`config.mk`:
```
export PLATFORM = sky130hd
export DESIGN_NAME = execute_stage_p
export DESIGN_NICKNAME = d
export VERILOG_FILES = /design/src/rtl/execute_stage_p.sv
export SDC_FILE = /design/constraint.sdc
export NUM_CORES = 1
export LEC_CHECK = 0
export BUFFER_PORTS_ARGS = -buffer_cell sky130_fd_sc_hd__buf_2
export CAP_MARGIN = 10
export CORE_MARGIN = 1.5
export CORE_UTILIZATION = 50
export DETAILED_ROUTE_END_ITERATION = 10
export HOLD_SLACK_MARGIN = 0.03
export PLACE_DENSITY_LB_ADDON = 0.15
export SYNTH_ARGS = -nofsm -noshare
export SYNTH_HDL_FRONTEND = slang
export SYNTH_SLANG_ARGS = --single-unit
```
`constraint.sdc`:
```
create_clock -name clk_i -period 7.1 [get_ports clk_i]
set_input_delay 0.71 -clock clk_i [delete_from_list [all_inputs] [get_ports clk_i]]
set_output_delay 0.71 -clock clk_i [all_outputs]
set_load 0.01 [all_outputs]
```
`src/rtl/execute_stage_p.sv`:
```
// EX stage of the hybrid ARM/MIPS pipeline: operand select, ALU, NZCV flags, condition check,
// branch resolve, iterative shift-add multiplier and the EX/MEM pipeline register.
module execute_stage_p #(
    parameter int WIDTH  = 32,
    parameter int REG_AW = 4
) (
    input  logic              clk_i,
    input  logic              rst_i,
    input  logic              in_valid_i,
    input  logic              stall_i,
    input  logic              flush_i,
    input  logic              reg_write_i,
    input  logic              mem_write_i,
    input  logic              mem_p_write_i,
    input  logic              branch_inst_i,
    input  logic              alu_src_i,
    input  logic              flag_write_i,
    input  logic              io_flag_i,
    input  logic [1:0]        mem_to_reg_i,
    input  logic [3:0]        alu_control_i,
    input  logic [2:0]        cond_flag_i,
    input  logic [WIDTH-1:0]  ra_i,
    input  logic [WIDTH-1:0]  rb_i,
    input  logic [WIDTH-1:0]  ext_im_i,
    input  logic [REG_AW-1:0] rd_i,
    output logic              pc_src_o,
    output logic              busy_o,
    output logic [3:0]        flags_o,
    output logic              out_valid_o,
    output logic              reg_write_out_o,
    output logic              mem_write_out_o,
    output logic              mem_p_write_out_o,
    output logic              io_flag_out_o,
    output logic [1:0]        mem_to_reg_out_o,
    output logic [WIDTH-1:0]  alu_result_o,
    output logic [WIDTH-1:0]  write_data_o,
    output logic [REG_AW-1:0] rd_out_o
);

    localparam int SHW  = $clog2(WIDTH);
    localparam int CNTW = $clog2(WIDTH + 1);

    localparam logic [3:0] OP_AND = 4'b0000;
    localparam logic [3:0] OP_ADD = 4'b0001;
    localparam logic [3:0] OP_SUB = 4'b0010;
    localparam logic [3:0] OP_ORR = 4'b0011;
    localparam logic [3:0] OP_EOR = 4'b0100;
    localparam logic [3:0] OP_LSL = 4'b0101;
    localparam logic [3:0] OP_LSR = 4'b0110;
    localparam logic [3:0] OP_ASR = 4'b0111;
    localparam logic [3:0] OP_MUL = 4'b1000;
    localparam logic [3:0] OP_MOV = 4'b1001;
    localparam logic [3:0] OP_CMP = 4'b1010;

    typedef enum logic [0:0] {ST_IDLE = 1'b0, ST_MUL = 1'b1} state_t;

    typedef struct packed {
        logic              valid;
        logic              reg_write;
        logic              mem_write;
        logic              mem_p_write;
        logic              io_flag;
        logic [1:0]        mem_to_reg;
        logic [WIDTH-1:0]  alu_result;
        logic [WIDTH-1:0]  write_data;
        logic [REG_AW-1:0] rd;
    } exmem_t;

    // Flags are {N,Z,C,V}; evaluated against the value held before this instruction.
    function automatic logic cond_check(input logic [2:0] cc, input logic [3:0] f);
        logic res;
        case (cc)
            3'b000:  res = 1'b1;
            3'b001:  res = f[2];
            3'b010:  res = ~f[2];
            3'b011:  res = (f[3] == f[0]);
            3'b100:  res = (f[3] != f[0]);
            3'b101:  res = ~f[2] & (f[3] == f[0]);
            3'b110:  res = f[2] | (f[3] != f[0]);
            default: res = 1'b0;
        endcase
        return res;
    endfunction

    state_t            state_q, state_d;
    logic [CNTW-1:0]   cnt_q, cnt_d;
    logic [WIDTH-1:0]  acc_q, acc_d;
    logic [WIDTH-1:0]  mcand_q, mcand_d;
    logic [WIDTH-1:0]  mplier_q, mplier_d;
    logic              mflag_write_q, mflag_write_d;
    exmem_t            mul_ctl_q, mul_ctl_d;
    exmem_t            exmem_q, exmem_d;
    logic [3:0]        flags_q, flags_d;

    logic [WIDTH-1:0]  src_b_s;
    logic [SHW-1:0]    shamt_s;
    logic [WIDTH:0]    sum_s;
    logic [WIDTH:0]    diff_s;
    logic [WIDTH-1:0]  alu_res_s;
    logic              alu_c_s;
    logic              alu_v_s;
    logic              alu_cv_upd_s;
    logic [WIDTH-1:0]  mul_sum_s;
    logic              cond_pass_s;
    logic              idle_s;
    exmem_t            issue_s;

    assign src_b_s     = alu_src_i ? ext_im_i : rb_i;
    assign shamt_s     = src_b_s[SHW-1:0];
    assign sum_s       = {1'b0, ra_i} + {1'b0, src_b_s};
    assign diff_s      = {1'b0, ra_i} + {1'b0, ~src_b_s} + {{WIDTH{1'b0}}, 1'b1};
    assign mul_sum_s   = acc_q + (mplier_q[0] ? mcand_q : {WIDTH{1'b0}});
    assign cond_pass_s = cond_check(cond_flag_i, flags_q);
    assign idle_s      = (state_q == ST_IDLE);

    assign pc_src_o = in_valid_i & branch_inst_i & cond_pass_s & ~stall_i & ~flush_i & idle_s;
    assign busy_o   = stall_i | ~idle_s |
                      (in_valid_i & (alu_control_i == OP_MUL) & cond_pass_s & idle_s);

    // Single-cycle ALU result and the carry/overflow it produces.
    always_comb begin
        alu_res_s    = {WIDTH{1'b0}};
        alu_c_s      = 1'b0;
        alu_v_s      = 1'b0;
        alu_cv_upd_s = 1'b0;
        case (alu_control_i)
            OP_AND: alu_res_s = ra_i & src_b_s;
            OP_ADD: begin
                alu_res_s    = sum_s[WIDTH-1:0];
                alu_c_s      = sum_s[WIDTH];
                alu_v_s      = (ra_i[WIDTH-1] == src_b_s[WIDTH-1]) &&
                               (sum_s[WIDTH-1] != ra_i[WIDTH-1]);
                alu_cv_upd_s = 1'b1;
            end
            OP_SUB, OP_CMP: begin
                alu_res_s    = diff_s[WIDTH-1:0];
                alu_c_s      = diff_s[WIDTH];
                alu_v_s      = (ra_i[WIDTH-1] != src_b_s[WIDTH-1]) &&
                               (diff_s[WIDTH-1] != ra_i[WIDTH-1]);
                alu_cv_upd_s = 1'b1;
            end
            OP_ORR: alu_res_s = ra_i | src_b_s;
            OP_EOR: alu_res_s = ra_i ^ src_b_s;
            OP_LSL: alu_res_s = ra_i << shamt_s;
            OP_LSR: alu_res_s = ra_i >> shamt_s;
            OP_ASR: alu_res_s = $signed(ra_i) >>> shamt_s;
            OP_MOV: alu_res_s = src_b_s;
            default: alu_res_s = {WIDTH{1'b0}};
        endcase
    end

    // EX/MEM image of the instruction currently presented.
    always_comb begin
        issue_s             = '0;
        issue_s.valid       = 1'b1;
        issue_s.reg_write   = reg_write_i;
        issue_s.mem_write   = mem_write_i;
        issue_s.mem_p_write = mem_p_write_i;
        issue_s.io_flag     = io_flag_i;
        issue_s.mem_to_reg  = mem_to_reg_i;
        issue_s.alu_result  = alu_res_s;
        issue_s.write_data  = rb_i;
        issue_s.rd          = rd_i;
    end

    // Next state: flush beats stall; MUL runs one shift-add step per unstalled edge.
    always_comb begin
        state_d       = state_q;
        cnt_d         = cnt_q;
        acc_d         = acc_q;
        mcand_d       = mcand_q;
        mplier_d      = mplier_q;
        mflag_write_d = mflag_write_q;
        mul_ctl_d     = mul_ctl_q;
        exmem_d       = exmem_q;
        flags_d       = flags_q;
        if (flush_i) begin
            state_d = ST_IDLE;
            cnt_d   = {CNTW{1'b0}};
            exmem_d = '0;
        end else if (stall_i) begin
            exmem_d = exmem_q;
        end else if (state_q == ST_MUL) begin
            acc_d    = mul_sum_s;
            mcand_d  = mcand_q << 1;
            mplier_d = mplier_q >> 1;
            cnt_d    = cnt_q - CNTW'(1);
            if (cnt_q == CNTW'(1)) begin
                state_d            = ST_IDLE;
                exmem_d            = mul_ctl_q;
                exmem_d.alu_result = mul_sum_s;
                if (mflag_write_q) begin
                    flags_d = {mul_sum_s[WIDTH-1], ~|mul_sum_s, flags_q[1:0]};
                end else begin
                    flags_d = flags_q;
                end
            end else begin
                exmem_d = '0;
            end
        end else if (in_valid_i && cond_pass_s) begin
            if (alu_control_i == OP_MUL) begin
                state_d       = ST_MUL;
                cnt_d         = CNTW'(WIDTH);
                acc_d         = {WIDTH{1'b0}};
                mcand_d       = ra_i;
                mplier_d      = src_b_s;
                mflag_write_d = flag_write_i;
                mul_ctl_d     = issue_s;
                exmem_d       = '0;
            end else begin
                exmem_d = issue_s;
                if (flag_write_i) begin
                    flags_d = {alu_res_s[WIDTH-1], ~|alu_res_s,
                               alu_cv_upd_s ? alu_c_s : flags_q[1],
                               alu_cv_upd_s ? alu_v_s : flags_q[0]};
                end else begin
                    flags_d = flags_q;
                end
            end
        end else begin
            exmem_d = '0;
        end
    end

    // State, multiplier datapath, flags and EX/MEM register.
    always_ff @(posedge clk_i or posedge rst_i) begin
        if (rst_i) begin
            state_q       <= ST_IDLE;
            cnt_q         <= {CNTW{1'b0}};
            acc_q         <= {WIDTH{1'b0}};
            mcand_q       <= {WIDTH{1'b0}};
            mplier_q      <= {WIDTH{1'b0}};
            mflag_write_q <= 1'b0;
            mul_ctl_q     <= '0;
            exmem_q       <= '0;
            flags_q       <= 4'b0000;
        end else begin
            state_q       <= state_d;
            cnt_q         <= cnt_d;
            acc_q         <= acc_d;
            mcand_q       <= mcand_d;
            mplier_q      <= mplier_d;
            mflag_write_q <= mflag_write_d;
            mul_ctl_q     <= mul_ctl_d;
            exmem_q       <= exmem_d;
            flags_q       <= flags_d;
        end
    end

    assign flags_o           = flags_q;
    assign out_valid_o       = exmem_q.valid;
    assign reg_write_out_o   = exmem_q.reg_write;
    assign mem_write_out_o   = exmem_q.mem_write;
    assign mem_p_write_out_o = exmem_q.mem_p_write;
    assign io_flag_out_o     = exmem_q.io_flag;
    assign mem_to_reg_out_o  = exmem_q.mem_to_reg;
    assign alu_result_o      = exmem_q.alu_result;
    assign write_data_o      = exmem_q.write_data;
    assign rd_out_o          = exmem_q.rd;

endmodule

```
Word level (Yosys, flattened, before mapping)
Cells that the tools add are included.
Widths: inputs -> output; s select.
Cells by class
  mux-type cells: 41
  reductions and logical operators: 21
  add/sub/neg operators: 5
  eq/ne operators: 27
  bitwise gates (word level): 21
  shift operators: 3
Operator list (number)
  $mux 75: 6
  $mux 32: 11
  $pmux 32 s9: 1
  $add 32x32->33: 2
  $reduce_or 32->1: 2
  $add 33x1->33 const B: 1
  $add 32x32->32: 1
  $and 32x32->32: 1
  $not 32->32: 1
  $or 32x32->32: 1
  $shl 32x5->32: 1
  $shr 32x5->32: 1
  $sshr 32x5->32: 1
  $xor 32x32->32: 1
  $mux 6: 5
  $mux 4: 6
  $eq 4x3->1 const B: 4
  $reduce_and 7->1: 2
  $eq 4x4->1 const B: 3
  $and 1x1->1: 9
  $eq 3x3->1 const B: 3
  $mux 1: 9
  $eq 4x2->1 const B: 2
  $pmux 1 s7: 1
  23 further kinds: 43
Word-level totals
  bits of input ports: 121
  bits in registers: 226
  word-level logic and storage cells: 143
  output and inout bits: 81

Depth between registers and ports, before layout
Gate-level depths: netlist of the first run.
  depth after elaboration: 12
  mapped depth: 21
  depth with buffers taken out: 17

Worst setup path before layout of the first run
OpenSTA, ideal clock, no wires.
  path kind: in2reg
  start: input port alu_src_i
  end: register flags_q[2] (netlist: flags_o[2])
  buffers on the path: 6
  data required time: 7035 ps
  setup time: 65 ps
  cell stages on the path: 19
  setup slack: 1572 ps
  arrival: 5463 ps
  path through: buf_6 -> mux2i_1 -> clkbuf_1 -> buf_1 -> clkbuf_1 -> clkbuf_1 -> ha_1 -> clkbuf_1 -> o211ai_1 -> a2111oi_1 -> o2111ai_1 -> or3b_1 -> nand4_1 -> and3_1 -> o21ai_0 -> nand4_1 -> or4b_1 -> o41ai_2 -> o22a_1
Between the ends
  word-level cells in the longest chain between the ends: 11
  elaborated cells between the ends (all ways): 18
  those cells by class: add/sub: 3; shift: 3; mux: 6; bitwise: 4; reduce/logical: 2
RTL lines
  start: declaration: line 16  | input logic alu_src_i,
  $mux 32 (*): line 108  | assign src_b_s = alu_src_i ? ext_im_i : rb_i;
  $not 32->32: line 111  | assign diff_s = {1'b0, ra_i} + {1'b0, ~src_b_s} + {{WIDTH{1'b0}}, 1'b1};
  $add 32x32->33: line 111
  $add 33x1->33: line 111
  $pmux 32 s9 (*): line 126  | case (alu_control_i)
  $reduce_or 32->1 (*): line 213  | flags_d = {alu_res_s[WIDTH-1], ~|alu_res_s,
  $logic_not 1->1 (*): line 213
  $mux 4 (*): line 212  | if (flag_write_i) begin
  $mux 4 (*): line 201  | if (alu_control_i == OP_MUL) begin
  $mux 4 (*): line 200  | end else if (in_valid_i && cond_pass_s) begin
  $mux 4 (*): line 183  | end else if (state_q == ST_MUL) begin
  end signal: assignment: line 246  | flags_q <= flags_d;
  end: declaration: line 93  | logic [3:0] flags_q, flags_d;
Mark *: on every way between the ends. The rest lies on a longest branch, timed or not. The select of a mux whose other input is x is not followed.
A chain may end at the register's enable or synchronous reset.

Final worst setup path of the first run
Same ends and word-level chain as after synthesis.

==> results of run 1 <==
==> worst reg2reg max path, stage by stage (launching register included) <==
cell and delay, ns:
dfrtp_1 1.00, and2_1 0.29, ha_1 0.32, and2_1 0.22, a311oi_1 0.48, a211o_1 0.23, and4_1 0.26, o21ai_1 0.12
xnor2_1 0.50, nor4b_1 0.34, nand4_1 0.18, or4_1 0.52, or4_1 0.52, nor4_1 0.39, o22a_1 0.19
==> layer usage <==
| layer | share of wire, % | global-route usage [%] |
|---|---|---|
| met5 | 0.032 | 0.779 |
| met1 | 38 | 54.2 |
| met4 | 7.7 | 27.8 |
| met3 | 11 | 12.2 |
| met2 | 43 | 66.4 |
==> logic make-up after synthesis <==
group / count (synthesis) / synth area share [%]
adder cells (fa/ha/maj): 149 / 8.90
flip-flops: 226 / 26.7
AO/OA/AOI/OAI: 818 / 26.0
AND/OR/NAND/NOR: 709 / 15.6
multiplexers: 228 / 14.5
buffers and inverters: 339 / 6.20
XOR/XNOR: 51 / 2.11
==> cell type report <==
| type | count | area (sq um) |
|---|---|---|
| inverters | 152 | 581 |
| fillers | 3855 | 18300 |
| diodes | 5 | 12.5 |
| clock buffers | 35 | 756 |
| well taps | 539 | 674 |
| flip-flops and latches | 226 | 5660 |
| multi-input cells | 1955 | 14300 |
| clock inverters | 12 | 121 |
| repair buffers | 254 | 1420 |
==> sequential cells by signal, summed over array words and instances, names as in the netlist <==
name / cells
acc_q: 32
alu_result_o: 32
cnt_q: 6
flags_o: 4
io_flag_out_o: 1
mcand_q: 32
mem_p_write_out_o: 1
mem_to_reg_out_o: 2
mem_write_out_o: 1
mflag_write_q: 1
mplier_q: 32
mul_ctl_q: 43
out_valid_o: 1
rd_out_o: 4
reg_write_out_o: 1
state_q: 1
write_data_o: 32
==> Yosys cell counts, types with 11 or more instances <==
| master | instances |
|---|---|
| nand2_1 | 262 |
| dfrtp_1 | 226 |
| a21oi_1 | 199 |
| o21ai_0 | 179 |
| nor2_1 | 178 |
| clkbuf_1 | 149 |
| ha_1 | 146 |
| inv_1 | 146 |
| mux2i_1 | 120 |
| a222oi_1 | 59 |
| mux4_2 | 56 |
| mux2_2 | 49 |
| and2_1 | 43 |
| nor3_1 | 40 |
| nand3_1 | 39 |
| xnor2_1 | 35 |
| o211ai_1 | 32 |
| a22o_1 | 30 |
| a31oi_1 | 30 |
| o22ai_1 | 30 |
| nor2b_1 | 26 |
| a21o_1 | 24 |
| a221oi_1 | 24 |
| buf_1 | 22 |
| a22oi_1 | 20 |
| o21ai_1 | 17 |
| o221ai_1 | 17 |
| o31ai_1 | 17 |
| a211oi_1 | 16 |
| nand2b_1 | 16 |
| nand4_1 | 16 |
| nor4_1 | 16 |
| xor2_1 | 16 |
| o2111ai_1 | 15 |
| and3_1 | 14 |
| o21bai_1 | 13 |
| or3_1 | 12 |
| buf_2 | 11 |
| o21a_1 | 11 |
| or2_2 | 11 |
==> power by group through the flow <==
stage	Clock (mW)	Combinational [mW]	Sequential [mW]
after floorplan	0	0.963	1.55
after global placement	0	1.50	1.56
after detailed placement	0	1.51	1.57
after CTS	1.40	1.52	1.55
after global routing	1.44	1.67	1.57
final	1.40	1.58	1.55
==> worst max-delay path by stage <==
| stage | endpoint | slack [ns] | depth (start not counted) |
|---|---|---|---|
| 6_report | flags_o[2]$_DFFE_PP0P_ | 1.37 | 16 |
| 3_3_place_gp | flags_o[2]$_DFFE_PP0P_ | 1.17 | 19 |
| 5_1_grt | flags_o[2]$_DFFE_PP0P_ | 1.26 | 14 |
| 2_1_floorplan | acc_q[0]$_DFFE_PP0P_ | 0.20 | 1 |
| 3_5_place_dp | flags_o[2]$_DFFE_PP0P_ | 1.10 | 19 |
| 4_1_cts | flags_o[2]$_DFFE_PP0P_ | 1.60 | 14 |
==> per-stage QoR <==
step                std cells  worst slack [ns]
CTS                      3173              1.60
global route             3175              1.26
finish                   3178              1.37
global placement         3126              1.17
detailed placement       3126              1.10
floorplan                2520             0.199
==> results.yml, run 1 <==
worst_setup_path:
  rrSetupSlack_ns: 1.50
  r2r_cells: 14
  crit_fanout: 19
  startpoint: "alu_src_i"
  cpMaxStageDelayCell: "a221oi_1"
  critPathTopFamily: "compound AO/OA/AOI/OAI gates"
  path_class: "in2reg"
  max_stage_delay_ns: 0.82
  endpoint_kind: "flop"
  crit_required_ns: 7.60
  cp.arrival_ns: 6.22
  start_kind: "input port"
  timing.rr.end: "flags_o[2]$_DFFE_PP0P_"
  cp.buffers_inverters: 2
  cpMostUsedCell: "nand4_1"
  cp_cell_sequence: "buf_2 -> mux2i_4 -> inv_2 -> ha_1 -> a211oi_1 -> o21ai_0 -> a21boi_0 -> xnor2_1 -> a221oi_1 -> o221ai_1 -> nor2_1 -> nand4_1 -> and4b_1 -> nand4_1 -> o41ai_2 -> o22a_1"
  r2r-start: "mplier_q[0]$_DFFE_PP0P_"
synthesis:
  synthTopCellsByArea: "dfrtp_1, ha_1, mux4_2"
  synth_nets: 2790
  async_reset_ff_share_pct: 100
  synth_top_area_share_pct: 26.7
  synth_cells: 2520
  synth_flop_cell: "dfrtp_1"
  ys_types: 90
  yosysWarnings: 0
  syn_avg_cell_area_sq_um: 8.41
  syn_area_sq_um: 21200
  yosysSeqAreaShare_pct: 26.7
  ys_ff_latch: 226
  synth_edf_count: 0
  synth_top_area_cell: "dfrtp_1"
detailed_routing:
  wl_microns: 97100
  final_antenna_net_count: 0
  via_per_inst: 7.07
  drc: 0
  vias: 22500
  first_iter_violations: 3102
  drtPass1Iterations: 7
  wl_per_cell_microns: 30.6
die:
  core_sq_um: 41900
  floorplan.rows: 75
  ios: 202
  initial_core_util_pct: 50.7
  die-area_sq_um: 43600
  die_y_microns: 209
  chipWidth_microns: 209
clock_tree:
  insertion_delay_ns: 0.57
  cts_tree: "done"
  h-tree-depth: 1
  cts_inserted_buffers: 26
  cts_root_buf: "clkbuf_16"
  cts.sinks: 226
  cts.clk_slew.worst_paths_ns: 0.07
  post_cts_buffers: 0
  cts.repair.resized: 0
  ctsHoldBuffers: 0
  clock_path_buffers: 3
cells_and_area:
  final_common_cell: "nand2_1"
  area_growth_pct: 10.9
  final_core_util_pct: 56.2
  nets: 2885
  final_cell_mix: "nand2_1, dfrtp_1, buf_2"
  drive_above_1_share_pct: 17.0
  final_cell_area_sq_um: 23500
timing:
  period_needed_ns: 5.73
  setup_viol: 0
  timing.hold.ws_ns: 0.355
  fmax_mhz: 175
  fin_crit_sh_pct: 80.7
  worst_slew_pin_slew_ns: 1.31
  relSlewSlack_pct: 11.6
  tns_ns: 0
  slew_viol_final: 0
  rsz0062_at_grt: "false"
  hold_viol_final: 0
  fin_worst_skew_ns: 0.0266
run_status:
  status: "finished clean"
power:
  p_clk_share_pct: 30.8
  power_mw: 4.53
  p_per_area_nw_per_um2: 193
  pwr-share-seq_pct: 34.3
  irDropWorstVdd_mv: 0.195
  combPwrFrac_pct: 34.9
  p_switching_mw: 1.74
  switching_share_pct: 38.3
  internal_power_mw: 2.80
  leakagePower_nw: 11.2
global_routing:
  grt_max_degree: 138
  grt_pass1_vias: 21800
  grt_usage_pct: 43.5
  antenna_found_initial: 5
  grt_pass1_wl_microns: 142000
  grt-ovfl-total: 0
worst_hold_path:
  min_path_type: "in2async"
flow_run:
  drv_cap: 0
place:
  place_congestion: 1.09
  port_buffers: 201
  detailed_place_hpwl_microns: 72400
  placed_area_sq_um: 22600
(Power assumes the default switching activity.)
==> run 2: changes to the inputs <==
- clock period: 7.1 -> 5.25 ns (I/O delays scaled with it)
==> run 2 against run 1 <==
Against the previous run: register-to-register slack worse by 1.4 ns; non-clock buffer count up 120; total power up 38%; wire length down 0.86%; utilization up 2.2 points; sequential power up 37%; global-route usage down 0.33 points; sequential cell count unchanged.
==> results.yml, run 2 (same netlist as run 1, synthesis figures left out) <==
run_status:
  status: "finished clean"
power:
  p_clk_share_pct: 29.9
  p_per_area_nw_per_um2: 255
  p_switching_mw: 2.39
  internal_power_mw: 3.85
  leakagePower_nw: 11.8
  pwr-share-seq_pct: 33.9
  combPwrFrac_pct: 36.2
  switching_share_pct: 38.3
  irDropWorstVdd_mv: 0.284
place:
  placed_area_sq_um: 23600
  port_buffers: 201
  detailed_place_hpwl_microns: 72900
  place_congestion: 1.09
  place_ws_ns: 0.0693
global_routing:
  grt_usage_pct: 43.2
  grt_pass1_vias: 21900
  antenna_found_initial: 4
  grt_max_degree: 164
  grt_pass1_wl_microns: 142000
  grt-ovfl-total: 0
die:
  core_sq_um: 41900
  chipWidth_microns: 209
  floorplan.rows: 75
  die_y_microns: 209
  die-area_sq_um: 43600
  initial_core_util_pct: 50.7
  ios: 202
detailed_routing:
  drc: 0
  drtPass1Iterations: 8
  vias: 22700
  final_antenna_net_count: 0
  wl_microns: 96300
  first_iter_violations: 2995
  via_per_inst: 6.89
  wl_per_cell_microns: 29.2
worst_setup_path:
  path_class: "reg2reg"
  cp.arrival_ns: 5.61
  max_stage_delay_ns: 0.55
  start_kind: "flop"
  cp_cell_sequence: "and2_1 -> ha_1 -> fa_1 -> a21o_1 -> nand4_1 -> a211o_1 -> and4_1 -> o21ai_1 -> xnor2_1 -> nor4b_1 -> nand4_1 -> or4_1 -> or4_1 -> nor4_1 -> o22a_1"
  cpMaxStageDelayCell: "dfrtp_2"
  crit_required_ns: 5.76
  crit_fanout: 23
  endpoint_kind: "flop"
  rrSetupSlack_ns: 0.15
clock_tree:
  cts.sinks: 226
  h-tree-depth: 1
  insertion_delay_ns: 0.57
  clock_path_buffers: 3
  cts_tree: "done"
  ctsHoldBuffers: 0
  cts_root_buf: "clkbuf_16"
  cts_inserted_buffers: 26
  cts.clk_slew.worst_paths_ns: 0.07
cells_and_area:
  final_cell_area_sq_um: 24400
  drive_above_1_share_pct: 20.7
  nets: 3005
  final_cell_mix: "nand2_1, dfrtp_1, buf_2"
  top_register: "mul_ctl_q"
  final_common_cell: "nand2_1"
  largest_reg_flops: 43
  area_growth_pct: 15.2
timing:
  hold_viol_final: 0
  fmax_mhz: 196
  final.setup.worst_slack_ns: 0.146
  relSlewSlack_pct: 24.5
  rsz0062_at_grt: "false"
  fin_worst_skew_ns: 0.0152
  worst_slew_pin_slew_ns: 1.13
  fin_crit_sh_pct: 97.2
  setup_viol: 0
  tns_ns: 0
  slew_viol_final: 0
  period_needed_ns: 5.10
worst_hold_path:
  min_path_type: "in2async"
flow_run:
  drv_cap: 0
## run 2: cell types whose count changed in the layout (fill, tap and decap cells not counted), moves of 2 or more
cell | before | now
clkinvlp_4 | 2 | 5
buf_4 | 52 | 169
clkinv_2 | 7 | 4
inv_8 | 2 | 0
buf_12 | 1 | 4
clkbuf_1 | 3 | 1
clkbuf_8 | 5 | 8
## run 2: stage by stage
stage / util (%) / std cells / hold WS, ns / power (mW)
CTS: 58.3 / 3292 / 0.204 / 6.18
finish: 58.4 / 3296 / 0.199 / 6.24
floorplan: - / 2520 / 0.436 / 3.40
detailed placement: 56.3 / 3246 / 0.459 / 4.32
global route: 58.4 / 3293 / 0.218 / 6.47
global placement: 56.3 / 3246 / 0.451 / 4.29
## run 2: worst paths after layout
kind                                         start                            to  cells past startpoint
min in group clk_i                         rd_i[3]       rd_out_o[3]$_DFFE_PP0P_                      3
max in group asynchronous                    rst_i       mplier_q[0]$_DFFE_PP0P_                      3
setup / recovery           mplier_q[0]$_DFFE_PP0P_        flags_o[2]$_DFFE_PP0P_                     15
hold reg to reg            mplier_q[9]$_DFFE_PP0P_       mplier_q[9]$_DFFE_PP0P_                      2
hold / removal                               rst_i  write_data_o[28]$_DFFE_PP0P_                      3
setup reg to reg           mplier_q[0]$_DFFE_PP0P_        flags_o[2]$_DFFE_PP0P_                     15
## run 2: what timing repair did
action,CTS,global route
endpoints found under the setup margin,0,1
gates resized for setup,0,1
hold endpoints to repair,0,0
setup buffers,0,0
## run 2: cell type report
type                    instances  area, sq um
flip-flops and latches        226         5660
inverters                     152          577
clock buffers                  35          764
multi-input cells            1955        14300
well taps                     539          674
fillers                      3795        17400
diodes                          4         10.0
clock inverters                11          105
repair buffers                374         2350
## run 2: layer usage
layer,up-vias,GRT usage [%],share of wire (%)
met3,347,11.2,12
met5,-,0,0.024
met2,1512,67.3,44
met1,11000,54.5,38
met4,4,24.2,6.6
li1,9836,-,-
## run 2: power groups by stage
stage	logic, mW	clock network (mW)	registers, mW
3_3_place_gp	2.15	0	2.13
3_5_place_dp	2.17	0	2.14
4_1_cts	2.18	1.88	2.11
5_1_grt	2.39	1.94	2.14
2_1_floorplan	1.30	0	2.09
6_report	2.26	1.86	2.12
## run 2: critical path, delay by kind of cell, from the launching register on
kind	cells	cell delay, ns
AOI/OAI and AO/OA	4	0.72
xor gates and xnor gates	1	0.30
adders and majority gates	2	0.68
DFF	1	0.55
and+or+nand+nor	8	2.80
